File: src/rtl/task4_div.sv
// task4_div: multi-cycle restoring divider, 2*size-bit dividend by size-bit divisor, one quotient bit per cycle.
// Optional TASK4_DIV_OVERFLOW_EN flags quotients that do not fit in size bits.
module task4_div #(
  parameter int size = 8
) (
  input  logic              clk,
  input  logic              reset_n,
  input  logic              in_valid,
  output logic              in_ready,
  input  logic [2*size-1:0] dividend,
  input  logic [size-1:0]   divisor,
  output logic              out_valid,
  input  logic              out_ready,
  output logic [size-1:0]   quotient,
  output logic [size-1:0]   remainder,
  output logic              div_zero,
  output logic              overflow
);
  localparam int CW = $clog2(2*size+1);
  localparam logic [CW-1:0] LAST = CW'(2*size);
  typedef enum logic [1:0] {IDLE, CALC, DONE} state_t;
  state_t state, state_nxt;
  logic [2*size-1:0] dvd;
  logic [size-1:0] dvs, rem, rem_nxt;
  logic [size:0] sh;
  logic [CW-1:0] cnt;
  logic accept, zero, ge, finish;
  // dvd shifts dividend bits out of its top and quotient bits into its bottom
  always_comb begin
    accept = in_valid && state == IDLE;
    zero = dvs == '0;
    finish = state == CALC && (zero || cnt == LAST);
    sh = {rem, dvd[2*size-1]};
    ge = sh >= {1'b0, dvs};
    rem_nxt = ge ? size'(sh - {1'b0, dvs}) : sh[size-1:0];
    in_ready = state == IDLE;
    out_valid = state == DONE;
    state_nxt = state == IDLE ? (in_valid ? CALC : IDLE) :
                state == CALC ? (finish ? DONE : CALC) :
                (out_ready ? IDLE : DONE);
  end
  always_ff @(posedge clk or negedge reset_n)
    if (!reset_n) begin
      state <= IDLE;
      dvd <= '0;
      dvs <= '0;
      rem <= '0;
      cnt <= '0;
      quotient <= '0;
      remainder <= '0;
      div_zero <= 1'b0;
    end else begin
      state <= state_nxt;
      if (accept) begin
        dvd <= dividend;
        dvs <= divisor;
        rem <= '0;
        cnt <= '0;
      end else if (state == CALC && cnt != LAST) begin
        dvd <= {dvd[2*size-2:0], ge};
        rem <= rem_nxt;
        cnt <= cnt + 1'b1;
      end
      // a zero divisor leaves CALC after one cycle with the fixed result
      if (finish) begin
        quotient <= zero ? '1 : dvd[size-1:0];
        remainder <= zero ? dvd[size-1:0] : rem;
        div_zero <= zero;
      end
    end
`ifdef TASK4_DIV_OVERFLOW_EN
  always_ff @(posedge clk or negedge reset_n)
    if (!reset_n) overflow <= 1'b0;
    else if (finish) overflow <= !zero && |dvd[2*size-1:size];
`else
  assign overflow = 1'b0;
`endif
endmodule

File: config.mk
export PLATFORM = sky130hd
export DESIGN_NAME = task4_div
export DESIGN_NICKNAME = d
export VERILOG_FILES = /design/src/rtl/task4_div.sv
export SDC_FILE = /design/constraint.sdc
export NUM_CORES = 1
export LEC_CHECK = 0
export CORE_AREA = 2 2 74 76
export CTS_BUF_LIST = sky130_fd_sc_hd__clkbuf_4 sky130_fd_sc_hd__clkbuf_8
export DETAILED_ROUTE_END_ITERATION = 10
export DIE_AREA = 0 0 76 78
export GPL_TIMING_DRIVEN = 0
export MAX_ROUTING_LAYER = met4
export PLACE_DENSITY = 0.88
export SETUP_SLACK_MARGIN = 0.2
export SLEW_MARGIN = 40
export SYNTH_ARGS = -nofsm -noshare
export SYNTH_HDL_FRONTEND = slang
export SYNTH_SLANG_ARGS = --single-unit
File: constraint.sdc
create_clock -name clk -period 4.39 [get_ports clk]
set_input_delay 0.878 -clock clk [delete_from_list [all_inputs] [get_ports clk]]
set_output_delay 0.878 -clock clk [all_outputs]
set_load 0.02 [all_outputs]
After elaboration in Yosys (flattened, before gate mapping)
Index checks and enable logic that the tools add are counted.
{ "word_totals": {"reg_bits": 56, "output_inout_bits": 20, "wordCells": 36} }
{ "classes": {"n_addsub": 2, "magnitude_cmp": 1, "eq_ne": 4, "muxes": 14, "n_reduce_logical": 7} }
{ "op_table": {"columns": ["cell", "count"], "rows": [
  ["$mux 8", 5],
  ["$mux 16", 2],
  ["$mux 5", 2],
  ["$ge 9x8->1", 1],
  ["$logic_not 8->1", 1],
  ["$mux 2", 4],
  ["$sub 8x8->8", 1],
  ["$add 5x1->5 const B", 1],
  ["$eq 5x5->1 const B", 1],
  ["$ne 5x5->1 const B", 1],
  ["$logic_and 1x1->1", 3],
  ["$eq 2x1->1 const B", 1],
  ["$eq 2x2->1 const B", 1],
  ["$logic_not 2->1", 1],
  ["$reduce_bool 2->1", 1],
  ["$logic_or 1x1->1", 1],
  ["$mux 1", 1]
]} }

Longest topological paths before layout
{ "depth": {"ltp_word": 6, "depth_mapped": 8} }

Worst setup path after synthesis
No wires, ideal clock.
{ "synth_timing": {"path_kind": "register to register", "startpoint": "register dvs[4]", "endpoint": "register dvd[0]", "setup_ps": 126, "arrival_time_ps": 1732, "required_time_ps": 4264, "path_slack_ps": 2532, "path_stages_with_launch": 8, "path_buffers": 0, "cell_sequence": "dfrtp_1 inv_1 ha_1 a21o_1 a221oi_2 o21ai_2 and2_1 a221o_1"} }
{ "synth_via": {"elab_chain_cells": 3} }
{ "synth_rtl": {"columns": ["element", "line_no", "text"], "rows": [
  ["from (decl)", "24", "logic [size-1:0] dvs, rem, rem_nxt;"],
  ["from (signal assigned)", "56", "dvs <= divisor;"],
  ["$ge 9x8->1", "34", "ge = sh >= {1'b0, dvs};"],
  ["$mux 16", "59", "end else if (state == CALC && cnt != LAST) begin"],
  ["$mux 16", "54", "if (accept) begin"],
  ["to (signal assigned)", "55", "dvd <= dividend;"],
  ["to (signal assigned)", "60", "dvd <= {dvd[2*size-2:0], ge};"],
  ["to (decl)", "23", "logic [2*size-1:0] dvd;"]
]} }
Every way passes these cells. The select of a mux whose other input is x is not followed.
A chain may end at the register's enable or synchronous reset.

Worst setup path after layout
{ "layout_timing": {"startpoint": "register state[0]", "endpoint": "output port in_ready"} }
{ "layout_via": {"elab_chain_cells": 1} }
{ "layout_rtl": {"columns": ["element", "line_no", "text"], "rows": [
  ["from (decl)", "22", "state_t state, state_nxt;"],
  ["from (signal assigned)", "53", "state <= state_nxt;"],
  ["$logic_not 2->1", "36", "in_ready = state == IDLE;"],
  ["to (decl)", "9", "output logic in_ready,"]
]} }
Every way passes these cells.

==> metrics.cfg <==
[grt]
track_usage_pct=24.97
number_of_global_route_vias_before_repair=2438
antenna_found_initial=0
grt_start_max_net_pins=41
globalRoute.totalOverflow=0
grt_pass1_wl_mm=11.42

[drt]
detail_route.vias_per_cell=5.699
drc=0
vias_after_detailed_routing=2439
detail_route.first_pass.iterations=4
routed_wl_mm=6.780
wire_per_inst_um=15.84
drt_iter0_markers=111
final_antenna_net_count=0

[layout]
diodes=0
final_common_cell=dfrtp_1
area.growth.synth_to_final_pct=22.42
nets=396
fin_util_pct=71.14
layout.cell_area.non_filler_um2=3587
most-common-layout-cells=56 x dfrtp_1, 54 x nand2_1, 45 x clkdlybuf4s50_1
layout-drive-gt1-share_pct=10.34

[clock_network]
tritoncts_clock_tree=done
numClockSinks=56
cts_setup_buffers=0
clkLatencyLatePin_ps=320
post_cts_hold_buffer_count=0
root_buffer=clkbuf_8
cts_buffers=5
clock_pin_slew_on_the_worst_setup_and_hold_paths_ps=100
cts.path.max_buffers=2
ctsHtreeMaxLevel=2
cts-resized-gates=0

[setup_path]
crit_path_cell_trace=nor2_1 > clkdlybuf4s50_1
crit_path_start=state[0]
required_ps=3510
critical_path_peak_fanout=4
critPathSlowestCell=clkdlybuf4s50_1
timing.rr.start=dvs[4]
critPathArrivalTime_ps=1570
reg2reg_to=dvd[0]
critical_path_depth=2
setup.worst_path.start_class=register
setup.reg_to_reg.worst_slack_ps=2330
r2r_cells=7
crit_buf_inv=1
criticalPathCategory=register to output port
cp_top_family=buffers and inverters
critPathCapture=in_ready
endpoint_kind=output port
critical_path.max_stage_delay_ps=650

[synth]
yosysWarningCount=0
postSynthRegisterBits=56
synth_area_leaders=dfrtp_1 48%, nand2_1 6.9%, mux2i_1 5.1%
synthDominantCellAreaShare_pct=47.82
synth_top_cell_by_area=dfrtp_1
synth_cell_types=48
postSynthCellCount=303
sequential_element_share_of_the_synthesized_area_pct=47.82
synth_area_per_cell_um2=9.671
post_syn_area_um2=2930
syn_nets=342

[sta]
fin_setup_tns_ps=0
setup_violations=0
fin_worst_skew_ps=10.87
hold-worst-slack_ps=403.4
timing.fmax_ghz=0.4088
post-route-min-period_ps=2446
period_utilization_post_route_pct=55.72
finalMaxSlewViolations=0
grt_setup_unrepaired=false
final_hold_viol_count=0

[floorplan]
design.core.area_um2=5042
vertical_extent_of_the_die_um=78
die_x_um=76
initial_core_util_pct=58.11
core.rowCount=26
design.die.area_um2=5928
io_pins=48

[hold_path]
timing.hold.worst.class=input port to asynchronous set/reset pin

[pwr]
irDropWorstVdd_uv=464.6
power_per_cell_area_nw_per_um2=863.0
leakage_nw=1.713

[outcome]
status=finished, final reports clean

[placement]
io_buffer_count=46
dpl.hpwl_mm=5.081
placed_area_um2=3496
gp_congestion=0.8615

[run]
cap_violations=0

flip-flops by register name, summed over array words and instances (netlist names):
name and flops:
remainder 8, rem 8, dvs 8, cnt 5, quotient 8, dvd 16, div_zero 1, state 2
worst min path at each step:
stage                  from  endpoint  slack (ps)  cells after the start
detailed placement  dvd[10]   dvd[10]         460                      2
global route        reset_n   dvd[11]         420                      1
finish              reset_n   dvd[10]         400                      1
floorplan           dvd[15]   dvd[15]         450                      2
global placement    dvd[10]   dvd[10]         460                      2
CTS                 reset_n    cnt[4]         410                      1
routing by layer:
metal  up-vias  part of all wire (%)  global-route usage (%)
met5         -                     0                       -
met2        69                    50                   42.23
met4         0                   3.0                   9.273
met1      1198                    42                   30.55
li1       1152                     -                       -
met3        20                   4.7                   4.070
report_power, final:
part | total (mW) | switching [mW] | internal [mW]
logic | 1.80 | 0.993 | 0.811
registers | 1.00 | 0.220 | 0.781
clock network | 0.290 | 0.176 | 0.115
total | 3.10 | 1.39 | 1.71
area by class of cell:
| type | instances | area [µm²] |
|---|---|---|
| fillers | 382 | 1455 |
| flip-flops and latches | 56 | 1401 |
| well taps | 70 | 87.58 |
| clock buffers | 5 | 68.82 |
| plain buffers | 15 | 85.08 |
| repair buffers | 47 | 478.0 |
| multi-input cells | 216 | 1384 |
| clock inverters | 3 | 22.52 |
| inverters | 16 | 60.06 |
cell families (layout without fill, tap and decap cells):
group / Yosys count / after routing / synth area share (%)
DFF: 56 / 56 / 47.82
and+or+nand+nor: 110 / 110 / 17.42
muxes: 15 / 15 / 5.124
AOI/OAI and AO/OA: 72 / 72 / 17.51
other: 1 / 1 / 0.1280
adders and majority gates: 11 / 11 / 4.953
xor gates and xnor gates: 7 / 7 / 2.092
buffers and inverters: 31 / 86 / 4.953
per-stage QoR:
| step | std cells | worst slack, ps | total power [mW] |
|---|---|---|---|
| after floorplan | 303 | 2532 | 2.261 |
| after global routing | 428 | 1880 | 3.346 |
| final | 428 | 1944 | 3.096 |
| after CTS | 428 | 1939 | 3.092 |
| after detailed placement | 420 | 2006 | 2.799 |
| after global placement | 419 | 827.6 | 2.706 |
Yosys cell counts, drive strengths merged:
master / number
xor2: 4
a21oi: 12
nand4: 2
nor2: 22
a221o: 1
o21bai: 1
clkbuf: 3
nor3b: 1
a31oi: 3
xnor2: 3
inv: 16
o21ai: 21
buf: 12
nor3: 1
conb: 1
a221oi: 1
a22oi: 14
nand2: 55
nand3: 10
or2: 3
nand2b: 4
and3: 3
nor4: 2
and4bb: 1
o311ai: 2
a211oi: 2
nor2b: 3
or3: 1
o31ai: 2
mux2i: 15
and2: 2
o22a: 5
fa: 1
o211ai: 3
a21o: 5
dfrtp: 56
ha: 10
No activity file was read; power rests on OpenSTA's default activity.
